[src/rtl/m65c02_int_ctlr.sv]
// m65c02_int_ctlr: prioritized 8-source interrupt controller driving the M65C02A RQST inputs
// Bit 0 has the highest priority. Each source can be edge- or level-sensitive and has
// its own enable bit. An acknowledge moves the presented source into service.
// Build option M65C02_INTCTLR_NEST_EN: a higher-priority request may nest over
// in-service sources. Without it, any in-service source masks every request, and an
// end-of-interrupt write clears the whole in-service set.
module m65c02_int_ctlr #(
    parameter logic [7:0] pDefEdge = 8'h00
) (
    input  logic       Rst,
    input  logic       Clk,
    input  logic       Rdy,
    input  logic [7:0] Src,
    input  logic [1:0] Sel,
    input  logic       WE,
    input  logic [7:0] DI,
    output logic [7:0] DO,
    input  logic       Ack,
    output logic [7:0] RQST
);
`ifdef M65C02_INTCTLR_NEST_EN
    localparam logic NEST = 1'b1;
`else
    localparam logic NEST = 1'b0;
`endif
    logic [7:0] ier, mode, pend, isr, src_q, src_qq;
    logic [7:0] isr_top, mask, elig, clr, pend_nxt, isr_eoi, isr_nxt;
    logic       wr, eoi, ack_ok;
    // Qualify CPU strobes. Eligibility is masked by the top in-service bit, and the
    // next pending and in-service sets apply an end-of-interrupt before an acknowledge.
    always_comb begin
        wr       = Rdy & WE;
        eoi      = wr & (Sel == 2'd3);
        ack_ok   = Rdy & Ack & (|RQST);
        isr_top  = isr & (~isr + 8'd1);
        mask     = NEST ? isr_top - 8'd1 : {8{~|isr}};
        elig     = pend & ier & mask;
        clr      = ((wr & (Sel == 2'd2)) ? DI : 8'h00) | (ack_ok ? RQST : 8'h00);
        pend_nxt = (mode & ((pend & ~clr) | (src_q & ~src_qq))) | (~mode & src_q);
        isr_eoi  = eoi ? (NEST ? isr & ~isr_top : 8'h00) : isr;
        isr_nxt  = ack_ok ? (NEST ? isr_eoi | RQST : RQST) : isr_eoi;
    end
    // Sample the sources, update the register file, and register the winning request.
    always_ff @(posedge Clk or posedge Rst) begin
        if (Rst) begin
            src_q  <= 8'h00;
            src_qq <= 8'h00;
            pend   <= 8'h00;
            isr    <= 8'h00;
            ier    <= 8'h00;
            mode   <= pDefEdge;
            RQST   <= 8'h00;
        end else begin
            src_q  <= Src;
            src_qq <= src_q;
            pend   <= pend_nxt;
            isr    <= isr_nxt;
            RQST   <= elig & (~elig + 8'd1);
            if (wr && Sel == 2'd0) ier <= DI;
            if (wr && Sel == 2'd1) mode <= DI;
        end
    end
    // Register read-back.
    always_comb DO = (Sel == 2'd0) ? ier : (Sel == 2'd1) ? mode : (Sel == 2'd2) ? pend : isr;
endmodule

[config.mk]
export PLATFORM = sky130hd
export DESIGN_NAME = m65c02_int_ctlr
export DESIGN_NICKNAME = d
export VERILOG_FILES = /design/src/rtl/m65c02_int_ctlr.sv
export SDC_FILE = /design/constraint.sdc
export NUM_CORES = 1
export LEC_CHECK = 0
export BUFFER_PORTS_ARGS = -buffer_cell sky130_fd_sc_hd__buf_2
export CAP_MARGIN = 20
export CORE_ASPECT_RATIO = 2
export CORE_MARGIN = 2
export CORE_UTILIZATION = 50
export CTS_CLUSTER_DIAMETER = 80
export CTS_CLUSTER_SIZE = 8
export DETAILED_ROUTE_END_ITERATION = 6
export GPL_ROUTABILITY_DRIVEN = 0
export PLACE_DENSITY = 0.8
export SLEW_MARGIN = 40
export SYNTH_ARGS = -nofsm -noshare
export SYNTH_HDL_FRONTEND = slang
export SYNTH_SLANG_ARGS = --single-unit
[constraint.sdc]
create_clock -name Clk -period 2.4 [get_ports Clk]
set_clock_uncertainty 0.15 [all_clocks]
set_input_delay 0.48 -clock Clk [delete_from_list [all_inputs] [get_ports Clk]]
set_output_delay 0.48 -clock Clk [all_outputs]
set_load 0.01 [all_outputs]
==> metrics.md <==
| Metric | Value |
|---|---|
| Post-CTS repair timing setup buffer count | `0` |
| Worst hold-check path type | `in -> reg` |
| Top achievable clock speed | `460.0 MHz` |
| Count of cells resized by post-cts repair | `0` |
| Main combinational cell family by area after synthesis | `multiplexers` |
| Vias after detailed routing | `around 1.6k` |
| Initial detailed-routing violation count | `57` |
| Synth unique cells | `25` |
| Synth top cells by count | `dfrtp_1 (56), nand2_1 (35), mux2_2 (16)` |
| Area of all placed cells without fillers | `approximately 2600 um^2` |
| Setup violations, final | `0` |
| Worst path required time | `about 1800 ps` |
| Crit path max-delay family | `multiplexers` |
| Cell count after placement | `roughly 260` |
| Final WS setup | `226.0 ps` |
| Netlist area before placement | `2305 um^2` |
| Routed wire length | `4.717 mm` |
| Instance area after placement | `2551 um^2` |
| Crit path top cell by count | `buf_2` |
| Pin count of the biggest net entering global routing | `57` |
| Crit share post-route | `0.9058` |
| Max-cap violation count | `0` |
| Crit Path Category | `in -> out` |
| Final count of pins violating max slew | `0` |
| Area growth from synthesis to final layout | `14.71%` |
| Synthesized netlist net count | `190` |
| Tightest Pin Transition | `approximately 670 ps` |
| TritonCTS clock tree | `done` |
| Setup Total Neg Slack | `0 ps` |
| Horizontal extent of the die | `around 52 um` |
| Number of design rule violations left after detail routing | `0` |
| Share of synthesized cell area in full adder, half adder and majority cells | `0` |
| Async S/R FF share, synth | `1.000` |
| Antenna Diode Count | `0` |
| Outcome | `completed` |
| Cell at the root of the clock tree | `clkbuf_8` |
| Number of nets with antenna violations after detailed routing | `0` |
| Cell count after synthesis | `~170` |
| Num CTS Buffers | `5` |
| Total Nets Final | `about 230` |
| Dominant synthesized flop cell | `dfrtp_1` |
| Share of cells above drive strength 1 | `0.3886` |
| Buffers plus inverters on the worst setup path | `2` |
| Post-Place Setup Slack | `around 210 ps` |
| EDFF count, synth | `0` |
| Die area | `5201 um^2` |
| Synthesized-area fraction occupied by ao, oa, aoi and oai cells | `0.08740` |
| Wire length of the first global-routing pass | `between 7 and 8 mm` |
| Number of warnings issued by yosys | `0` |
| Die Height | `~100 um` |
| Core footprint | `approximately 4500 um^2` |
| Max Buffers Root-to-Sink | `2` |
| Average instance area after synthesis | `approximately 14 um^2` |
| Via count of the first global-routing pass | `roughly 1.6k` |
| Cell leakage power | `~1.2 nW` |
| Area share of xor/xnor cells in the synthesized design | `0` |
| Top area cells in the synthesized netlist | `dfrtp_1 (61%), mux2_2 (7.8%), mux4_2 (7.8%)` |
| Data arrival at the endpoint of the critical path | `between 1500 and 2000 ps` |
| Non-filler cells, final | `between 200 and 300` |
| Hold-fix buffers at CTS | `0` |
| GRT Util Overall | `0.2117` |
| Biggest cell delay along the critical path | `570 ps` |
| Total power divided by cell area | `around 920 nW/um^2` |
| Register area share after synthesis | `0.6080` |
| First-pass iteration count of the detailed router | `4` |
| Detailed placer's ending HPWL | `3.377 mm` |
| Sinks on the clock net | `56` |
| Critical-path cell list | `buf_2, mux4_2, buf_2` |
| Unrepaired setup endpoints after global routing | `false` |
| Final-report hold violation count | `0` |
| Proportion of netlist area held by the largest area contributor | `0.6080` |
| Port bufs | `38` |
| Std-Cell Rows | `35` |
| Maximum fanout count along the critical path | `12` |
| Number of antenna violations at the first check in global routing | `0` |
| Clock latency reported for the late side of the worst-skew pair | `around 310 ps` |
| Final-layout fill cell count | `between 300 and 400` |
| Sequential Area | `1401 um^2` |
| Capturing element type of the critical path | `output port` |
| Multiplexer fraction of the synthesized cell area | `0.1564` |
| Initial Util | `0.5110` |
| Final cell utilization of the core | `0.5861` |
| Setup crit start kind | `input pin` |
| Synthesis-stage register bit count | `56` |
| Num ports | `39` |
| Crit-path slowest cell | `mux4_2` |
| Slew headroom | `0.5512` |
| Worst-case vdd ir drop | `approximately 630 uV` |
| Area taken by multi-input logic gates | `~870 um^2` |
| H-tree depth reported by CTS | `2` |
| Simple-Gate Fraction of Synth Area | `0.1346` |
| Most numerous cell in the Yosys netlist | `dfrtp_1` |
| Drt via density | `5.974` |
| Total global routing overflow | `0` |
| Library cell occupying the most area in the post-synthesis netlist | `dfrtp_1` |
| Min cycle time layout | `2174 ps` |
| Wire length per cell after detailed routing | `~18 um` |
| Clock slew seen by the registers of the worst setup and hold paths | `roughly 90 ps` |
worst register-to-register path, cell delays in order (launching register included):
cell     delay [ps]
dfrtp_1         430
nor4_2          410
nand3_2         200
nor4b_2         240
state kept, by name (all words and copies together), names as in the netlist:
name,flops
src_qq,8
src_q,8
RQST,8
mode,8
pend,8
ier,8
isr,8
metal layers:
layer / GRT usage / share of wire / vias to the layer above
met4: 0.08502 / 0.018 / 0
li1: - / - / 711
met2: 0.3574 / 0.53 / 51
met3: 0.04018 / 0.051 / 7
met1: 0.2612 / 0.40 / 820
met5: 0 / 0 / -
power breakdown:
group,switching (mW),total [mW],internal [mW]
clock network,0.294,0.525,0.231
logic,0.327,0.625,0.298
registers,0.161,1.28,1.12
total,0.782,2.43,1.65
final cells by class:
class	instances	share of cell area
flip-flops and latches	56	0.5300
multi-input cells	106	0.3299
repair buffers	40	0.07761
clock buffers	6	0.03124
well taps	55	0.02603
clock inverters	2	0.003786
inverters	1	0.001420
cell usage in the layout (no fill, tap or decap):
cell type  count
a21boi_0       8
a21boi_2       1
a222oi_1       1
a41o_1         8
and2_2         1
and4b_2        1
buf_2         38
buf_4          2
clkbuf_8       6
clkinv_2       2
dfrtp_1       56
inv_2          1
mux2_2        16
mux4_2         8
nand2_1       35
nand3_1        2
nand3_2        1
nand4_1        2
nand4b_4       1
nor2_1         2
nor3_1         4
nor3_4         1
nor3b_1        1
nor4_1         2
nor4_2         2
nor4b_2        1
o21ai_0        8
through the flow:
step	power, mW	hold slack, ps
2_1_floorplan	1.706	197.7
3_3_place_gp	1.893	203.5
3_5_place_dp	1.926	210.6
4_1_cts	2.442	109.4
5_1_grt	2.576	98.95
6_report	2.434	112.3
final timing paths:
path,startpoint,end,slack (ps),cells past startpoint
min,Src[5],src_q[5]$_DFF_PP0_,110,1
min reg2reg,src_q[3]$_DFF_PP0_,src_qq[3]$_DFF_PP0_,230,0
max reg2reg,isr[2]$_DFFE_PP0P_,RQST[5]$_DFF_PP0_,890,3
max in group asynchronous,Rst,mode[5]$_DFFE_PP0P_,1470,3
max,Sel[1],DO[6],230,3
min in group asynchronous,Rst,src_q[7]$_DFF_PP0_,180,3
logic make-up after synthesis:
| group | after synthesis |
|---|---|
| DFF | 56 |
| and+or+nand+nor | 56 |
| AOI/OAI and AO/OA | 26 |
| muxes | 24 |
| buffers and inverters | 5 |
Note: power is estimated with default switching activity, not from simulation.
